$ cat src/rtl/seq_controller_if.sv
// Instruction/control bundle between an instruction source and seq_controller.
// The master side issues instructions and status; the slave side drives datapath controls.
interface seq_controller_if #(
    parameter int DATA_W   = 10,
    parameter int NUM_REGS = 4
);
    localparam int RA_W = (NUM_REGS > 1) ? $clog2(NUM_REGS) : 1;

    logic [DATA_W-1:0] inst_in;
    logic              inst_valid;
    logic              inst_ready;
    logic              ext_valid;
    logic              alu_done;
    logic [DATA_W-1:0] IMM;
    logic              Iout;
    logic [RA_W-1:0]   Rin;
    logic [RA_W-1:0]   Rout;
    logic              ENW;
    logic              ENR;
    logic              Ain;
    logic              Gin;
    logic              Gout;
    logic [3:0]        ALUcont;
    logic              Ext;
    logic              alu_start;
    logic [1:0]        T;
    logic              halted;
    logic              err;

    modport master (
        output inst_in, inst_valid, ext_valid, alu_done,
        input  inst_ready, IMM, Iout, Rin, Rout, ENW, ENR, Ain, Gin, Gout,
               ALUcont, Ext, alu_start, T, halted, err
    );

    modport slave (
        input  inst_in, inst_valid, ext_valid, alu_done,
        output inst_ready, IMM, Iout, Rin, Rout, ENW, ENR, Ain, Gin, Gout,
               ALUcont, Ext, alu_start, T, halted, err
    );
endinterface

$ cat src/rtl/seq_controller.sv
// Self-sequencing processor controller: owns the IR and timestep FSM and decodes
// datapath enables from state+IR, with a bounded wait for multi-cycle ALU ops.
module seq_controller #(
    parameter int DATA_W       = 10,
    parameter int NUM_REGS     = 4,
    parameter int MULT_TIMEOUT = 15
) (
    input logic            clk,
    input logic            rst_n,
    seq_controller_if.slave bus
);
    localparam int RA_W  = (NUM_REGS > 1) ? $clog2(NUM_REGS) : 1;
    localparam int CNT_W = $clog2(MULT_TIMEOUT + 1);

    localparam logic [3:0] OP_LOAD = 4'h0, OP_COPY = 4'h1, OP_MULT = 4'h4,
                           OP_INV  = 4'h5, OP_FLP  = 4'h6, OP_ADDI = 4'hA,
                           OP_SUBI = 4'hB, OP_SHL  = 4'hC, OP_SHR  = 4'hD,
                           OP_NOP  = 4'hE, OP_HALT = 4'hF;

    typedef enum logic [2:0] {FETCH, T1, T2, T3, WAIT, HALTED} state_e;

    state_e            state;
    logic [DATA_W-1:0] ir;
    logic [CNT_W-1:0]  wait_cnt;
    logic              err_q;

    logic [3:0]      op;
    logic [RA_W-1:0] rx, ry;
    assign op = ir[3:0];
    assign rx = ir[4 +: RA_W];
    assign ry = ir[4+RA_W +: RA_W];

    always_ff @(posedge clk or negedge rst_n) begin
        if (!rst_n) begin
            state    <= FETCH;
            ir       <= '0;
            wait_cnt <= '0;
            err_q    <= 1'b0;
        end else begin
            case (state)
                FETCH: if (bus.inst_valid) begin
                    ir    <= bus.inst_in;
                    state <= T1;
                end
                T1: case (op)
                    OP_LOAD:         if (bus.ext_valid) state <= FETCH;
                    OP_COPY, OP_NOP: state <= FETCH;
                    OP_HALT:         state <= HALTED;
                    default:         state <= T2;
                endcase
                T2: begin
                    wait_cnt <= '0;
                    state    <= (op == OP_MULT) ? WAIT : T3;
                end
                // Timeout abandons the op entirely: no writeback, error is sticky.
                WAIT: if (bus.alu_done) begin
                    state <= T3;
                end else if (wait_cnt == CNT_W'(MULT_TIMEOUT - 1)) begin
                    err_q <= 1'b1;
                    state <= FETCH;
                end else begin
                    wait_cnt <= wait_cnt + CNT_W'(1);
                end
                T3:      state <= FETCH;
                HALTED:  state <= HALTED;
                default: state <= FETCH;
            endcase
        end
    end

    assign bus.IMM        = ir >> (4 + RA_W);
    assign bus.err        = err_q;
    assign bus.inst_ready = (state == FETCH);
    assign bus.halted     = (state == HALTED);

    always_comb begin
        bus.Iout      = 1'b0;
        bus.Rin       = '0;
        bus.Rout      = '0;
        bus.ENW       = 1'b0;
        bus.ENR       = 1'b0;
        bus.Ain       = 1'b0;
        bus.Gin       = 1'b0;
        bus.Gout      = 1'b0;
        bus.ALUcont   = 4'h0;
        bus.Ext       = 1'b0;
        bus.alu_start = 1'b0;
        bus.T         = 2'd0;
        case (state)
            T1: begin
                bus.T = 2'd1;
                case (op)
                    OP_LOAD: if (bus.ext_valid) begin
                        bus.Ext = 1'b1;
                        bus.ENW = 1'b1;
                        bus.Rin = rx;
                    end
                    OP_COPY: begin
                        bus.ENR  = 1'b1;
                        bus.Rout = ry;
                        bus.ENW  = 1'b1;
                        bus.Rin  = rx;
                    end
                    OP_NOP, OP_HALT: ;
                    default: begin
                        bus.ENR  = 1'b1;
                        bus.Rout = rx;
                        bus.Ain  = 1'b1;
                    end
                endcase
            end
            T2: begin
                bus.T = 2'd2;
                case (op)
                    OP_MULT: begin
                        bus.ENR       = 1'b1;
                        bus.Rout      = ry;
                        bus.ALUcont   = OP_MULT;
                        bus.alu_start = 1'b1;
                    end
                    OP_INV, OP_FLP, OP_SHL, OP_SHR: begin
                        bus.Gin     = 1'b1;
                        bus.ALUcont = op;
                    end
                    // Immediate forms reuse the ADD/SUB ALU encodings.
                    OP_ADDI, OP_SUBI: begin
                        bus.Iout    = 1'b1;
                        bus.Gin     = 1'b1;
                        bus.ALUcont = (op == OP_ADDI) ? 4'h2 : 4'h3;
                    end
                    default: begin
                        bus.ENR     = 1'b1;
                        bus.Rout    = ry;
                        bus.Gin     = 1'b1;
                        bus.ALUcont = op;
                    end
                endcase
            end
            WAIT: begin
                bus.T       = 2'd3;
                bus.ALUcont = OP_MULT;
                bus.Gin     = bus.alu_done;
            end
            T3: begin
                bus.T    = 2'd3;
                bus.Gout = 1'b1;
                bus.ENW  = 1'b1;
                bus.Rin  = rx;
            end
            default: ;
        endcase
    end
endmodule

$ cat src/flat_wrapper.sv
// flat-port wrapper written by rule: the top's interface ports become plain ports
module seq_controller_flat 
#(
    parameter int DATA_W       = 10,
    parameter int NUM_REGS     = 4,
    parameter int MULT_TIMEOUT = 15
)
  (clk, rst_n, bus_inst_in, bus_inst_valid, bus_ext_valid, bus_alu_done, bus_inst_ready, bus_IMM, bus_Iout, bus_Rin, bus_Rout, bus_ENW, bus_ENR, bus_Ain, bus_Gin, bus_Gout, bus_ALUcont, bus_Ext, bus_alu_start, bus_T, bus_halted, bus_err);
  seq_controller_if #(.DATA_W(DATA_W), .NUM_REGS(NUM_REGS)) bus_i ();
  input logic clk;
  input logic rst_n;
  input wire logic [$bits(bus_i.inst_in)-1:0] bus_inst_in;
  input wire logic [$bits(bus_i.inst_valid)-1:0] bus_inst_valid;
  input wire logic [$bits(bus_i.ext_valid)-1:0] bus_ext_valid;
  input wire logic [$bits(bus_i.alu_done)-1:0] bus_alu_done;
  output wire logic [$bits(bus_i.inst_ready)-1:0] bus_inst_ready;
  output wire logic [$bits(bus_i.IMM)-1:0] bus_IMM;
  output wire logic [$bits(bus_i.Iout)-1:0] bus_Iout;
  output wire logic [$bits(bus_i.Rin)-1:0] bus_Rin;
  output wire logic [$bits(bus_i.Rout)-1:0] bus_Rout;
  output wire logic [$bits(bus_i.ENW)-1:0] bus_ENW;
  output wire logic [$bits(bus_i.ENR)-1:0] bus_ENR;
  output wire logic [$bits(bus_i.Ain)-1:0] bus_Ain;
  output wire logic [$bits(bus_i.Gin)-1:0] bus_Gin;
  output wire logic [$bits(bus_i.Gout)-1:0] bus_Gout;
  output wire logic [$bits(bus_i.ALUcont)-1:0] bus_ALUcont;
  output wire logic [$bits(bus_i.Ext)-1:0] bus_Ext;
  output wire logic [$bits(bus_i.alu_start)-1:0] bus_alu_start;
  output wire logic [$bits(bus_i.T)-1:0] bus_T;
  output wire logic [$bits(bus_i.halted)-1:0] bus_halted;
  output wire logic [$bits(bus_i.err)-1:0] bus_err;
  assign bus_i.inst_in = bus_inst_in;
  assign bus_i.inst_valid = bus_inst_valid;
  assign bus_i.ext_valid = bus_ext_valid;
  assign bus_i.alu_done = bus_alu_done;
  assign bus_inst_ready = bus_i.inst_ready;
  assign bus_IMM = bus_i.IMM;
  assign bus_Iout = bus_i.Iout;
  assign bus_Rin = bus_i.Rin;
  assign bus_Rout = bus_i.Rout;
  assign bus_ENW = bus_i.ENW;
  assign bus_ENR = bus_i.ENR;
  assign bus_Ain = bus_i.Ain;
  assign bus_Gin = bus_i.Gin;
  assign bus_Gout = bus_i.Gout;
  assign bus_ALUcont = bus_i.ALUcont;
  assign bus_Ext = bus_i.Ext;
  assign bus_alu_start = bus_i.alu_start;
  assign bus_T = bus_i.T;
  assign bus_halted = bus_i.halted;
  assign bus_err = bus_i.err;
  seq_controller #(.DATA_W(DATA_W), .NUM_REGS(NUM_REGS), .MULT_TIMEOUT(MULT_TIMEOUT)) u_core (.clk(clk), .rst_n(rst_n), .bus(bus_i));
endmodule
$ cat config.mk
export PLATFORM = sky130hd
export DESIGN_NAME = seq_controller_flat
export DESIGN_NICKNAME = d
export VERILOG_FILES = /design/src/rtl/seq_controller_if.sv /design/src/rtl/seq_controller.sv /design/src/flat_wrapper.sv
export SDC_FILE = /design/constraint.sdc
export NUM_CORES = 1
export LEC_CHECK = 0
export BUFFER_PORTS_ARGS = -buffer_cell sky130_fd_sc_hd__buf_2
export CORE_MARGIN = 2
export CORE_UTILIZATION = 52
export CTS_CLUSTER_DIAMETER = 120
export DETAILED_ROUTE_END_ITERATION = 8
export GPL_ROUTABILITY_DRIVEN = 0
export PLACE_DENSITY_LB_ADDON = 0.2
export SYNTH_ARGS = -nofsm -noshare
export SYNTH_HDL_FRONTEND = slang
export SYNTH_SLANG_ARGS = --single-unit
$ cat constraint.sdc
create_clock -name clk -period 4.64 [get_ports clk]
set_input_delay 0.464 -clock clk [delete_from_list [all_inputs] [get_ports clk]]
set_output_delay 0.464 -clock clk [all_outputs]
set_load 0.02 [all_outputs]
==> impl_metrics.json <==
{
  "maxSlewHeadroom_pct": 61.9,
  "vias": 1019,
  "p_total_uw": 925,
  "die_h_um": 52.1,
  "path_class": "reg2out",
  "stdcell_area_sq_mm": 0.00134,
  "drt-wirelength-per-cell_um": 13.5,
  "route.met3.wl_um": 184,
  "pwr-share-clk_pct": 8.0,
  "grt_remaining_overflow": 0,
  "cts_tree": "yes",
  "status": "complete, no violations",
  "synth_compound_area_share_pct": 13.8,
  "cp-end-kind": "output pin",
  "start_kind": "flop",
  "slowest_delay_ns": 0.53,
  "worstPathMaxFanout": 11,
  "maxSlewViolCount": 0,
  "area_growth_pct": 11.6,
  "slowest_stage": "nor3b_1",
  "hp-class": "in2async",
  "drt-initial-drc-count": 22,
  "synth_top_area_cell": "dfrtp_1",
  "ff_latch_area_sq_um": 450,
  "synthArstFlopShare_pct": 100,
  "fmax_ghz": 0.392,
  "fin_worst_skew_ns": 0.0101,
  "period_minus_slack_ns": 2.55,
  "grt_max_degree": 19,
  "seqPwrFrac_pct": 34.5,
  "finalCritPeriodShare_pct": 55.0,
  "worstPathArrival_ns": 2.09,
  "post-cts-setup-buffers": 0,
  "hold_buffers": 0,
  "antenna_cells": 0,
  "synth_top_family_by_area": "simple AND/OR/NAND/NOR gates",
  "yosys_warnings": 0,
  "dieArea_sq_mm": 0.00271,
  "grt_usage_pct": 19.2,
  "ys_seq_area_share_pct": 37.5,
  "synth_xor_area_share_pct": 0,
  "synth_adder_area_share_pct": 2.08,
  "final_cell_mix": "39 x buf_2, 18 x dfrtp_1, 13 x nand2_1, 9 x mux2_2, 7 x nor2_1",
  "worstPathCellList": "nor3b_1, nand2_1, o2111a_1, a311oi_1, buf_2",
  "synth.distinct_cells": 36,
  "dpl_cell_area_sq_mm": 0.00132,
  "initial_core_util_pct": 54.9,
  "synth_simple_gate_area_share_pct": 21.1,
  "fin_nets": 174,
  "io_pins": 46,
  "coreArea_sq_mm": 0.00219,
  "clk_pin_slew_ns": 0.10,
  "leakage_uw": 0.000686,
  "dp.cells": 180,
  "final_common_cell": "buf_2",
  "combPwrFrac_pct": 57.5,
  "report.final.hold_viol_count": 0,
  "multi_input_area_sq_um": 619,
  "rows": 17,
  "antenna_left": 0,
  "htree_levels": 1,
  "setup_violations": 0,
  "critical-path-top-delay-family": "simple AND/OR/NAND/NOR gates",
  "die_w_um": 52.1,
  "syn-cell-area_sq_mm": 0.00120,
  "fin_cells": 183,
  "drc": 0,
  "cts-root-buf": "clkbuf_4",
  "ys.flop_type": "dfrtp_1",
  "synthMuxAreaShare_pct": 12.6,
  "powerDensity_mw_per_mm2": 689,
  "met1_length_um": 1090,
  "via_per_inst": 5.57,
  "cts_buffers": 3,
  "clkLatencyLatePin_ns": 0.29,
  "power_switching_uw": 463,
  "yosys.area.top_type_share_pct": 37.5,
  "ys_ff_latch": 18,
  "wl_met2_um": 1160,
  "vdd_drop_max_uv": 424,
  "cap_viol_max_count": 0,
  "switching_share_pct": 50.1,
  "netlist_instances": 128,
  "rsz0062_at_grt": "false",
  "worst_pin_slew_ns": 0.570,
  "numPortBuffers": 39,
  "avgSynthCellArea_sq_um": 9.39,
  "tns_ns": 0,
  "fill_cells": 193,
  "dp.final_hpwl_um": 1870,
  "grt_pass1_wl_um": 3850,
  "clock_path_buffers": 2,
  "synth_edf_count": 0,
  "wl_um": 2460,
  "drive_gt1_share_pct": 34.8,
  "cts_resized": 0,
  "grt_pass1_vias": 848,
  "p_int_uw": 462,
  "crit_buf_inv": 1,
  "timing.hold.ws_ns": 0.0853,
  "antenna_found_initial": 0,
  "crit_required_ns": 4.18,
  "clock_sinks": 18,
  "synth_area_leaders": "dfrtp_1 37%, mux2_2 8.4%, buf_4 6.2%",
  "drtPass1Iterations": 4,
  "highest_layer": "met4"
}
[power by group through the flow]
stage | logic (uW) | registers, uW | clock network [uW]
2_1_floorplan | 491 | 252 | 0
3_3_place_gp | 523 | 313 | 0
3_5_place_dp | 530 | 320 | 0
4_1_cts | 533 | 316 | 75.9
5_1_grt | 576 | 334 | 83.9
6_report | 531 | 319 | 74.3
[synthesized netlist by cell type (all sizes together) (2+ instances only)]
cell / n
ha: 2
a21oi: 5
nand2: 13
or3b: 3
nand4: 3
a22o: 2
nor3: 3
dfrtp: 18
nor3b: 4
inv: 5
and3: 2
and2: 6
buf: 16
a311oi: 2
o21ai: 7
nor2: 7
mux2i: 5
mux2: 9
clkbuf: 4
[final timing paths]
| path | from | endpoint | slack, ns | cells past startpoint |
|---|---|---|---|---|
| min reg2reg | u_core.bus.err | u_core.bus.err | 0.47 | 1 |
| max | u_core.state[1] | bus_ENR | 2.09 | 5 |
| min | rst_n | u_core.bus.err | 0.09 | 1 |
| max reg2reg | u_core.state[2] | u_core.wait_cnt[3] | 2.75 | 4 |
| max in group asynchronous | rst_n | u_core.ir[3] | 4.26 | 1 |
| min in group clk | bus_inst_in[2] | u_core.ir[2] | 0.39 | 3 |
[worst register-to-register path: stages, from the launching register on]
cell	delay [ns]
dfrtp_1	0.51
or3b_1	0.52
a311oi_4	0.44
nand4_1	0.16
mux2i_1	0.15
[cell families (layout without fill, tap and decap cells)]
| group | count (synthesis) | after routing |
|---|---|---|
| AO/OA/AOI/OAI | 22 | 22 |
| adder cells (fa/ha/maj) | 2 | 2 |
| buffers and inverters | 25 | 47 |
| flip-flops | 18 | 18 |
| multiplexers | 14 | 14 |
| other | 1 | 6 |
| AND/OR/NAND/NOR | 46 | 46 |
[cell type report]
class	count	area share, %
clock buffers	3	1.68
inverters	5	1.40
multi-input cells	90	46.2
flip-flops and latches	18	33.6
well taps	28	2.61
repair buffers	39	14.6
[metrics by stage]
step	utilization, %	setup slack (ns)
after floorplan	-	2.32
after global placement	60.2	2.49
after detailed placement	60.2	2.45
after CTS	61.2	2.12
after global routing	61.2	1.90
final	61.2	2.09
[flip-flops by register name, summed over array words and instances, names as in the netlist]
signal / flops
u_core.state: 3
u_core.bus.err: 1
u_core.ir: 10
u_core.wait_cnt: 4
[layer usage]
| layer | up-vias | GRT usage (%) |
|---|---|---|
| li1 | 488 | - |
| met1 | 474 | 25.8 |
| met2 | 53 | 30.6 |
| met3 | 4 | 3.16 |
| met4 | 0 | 7.89 |
| met5 | - | 0 |
No activity file was read; power rests on OpenSTA's default activity.
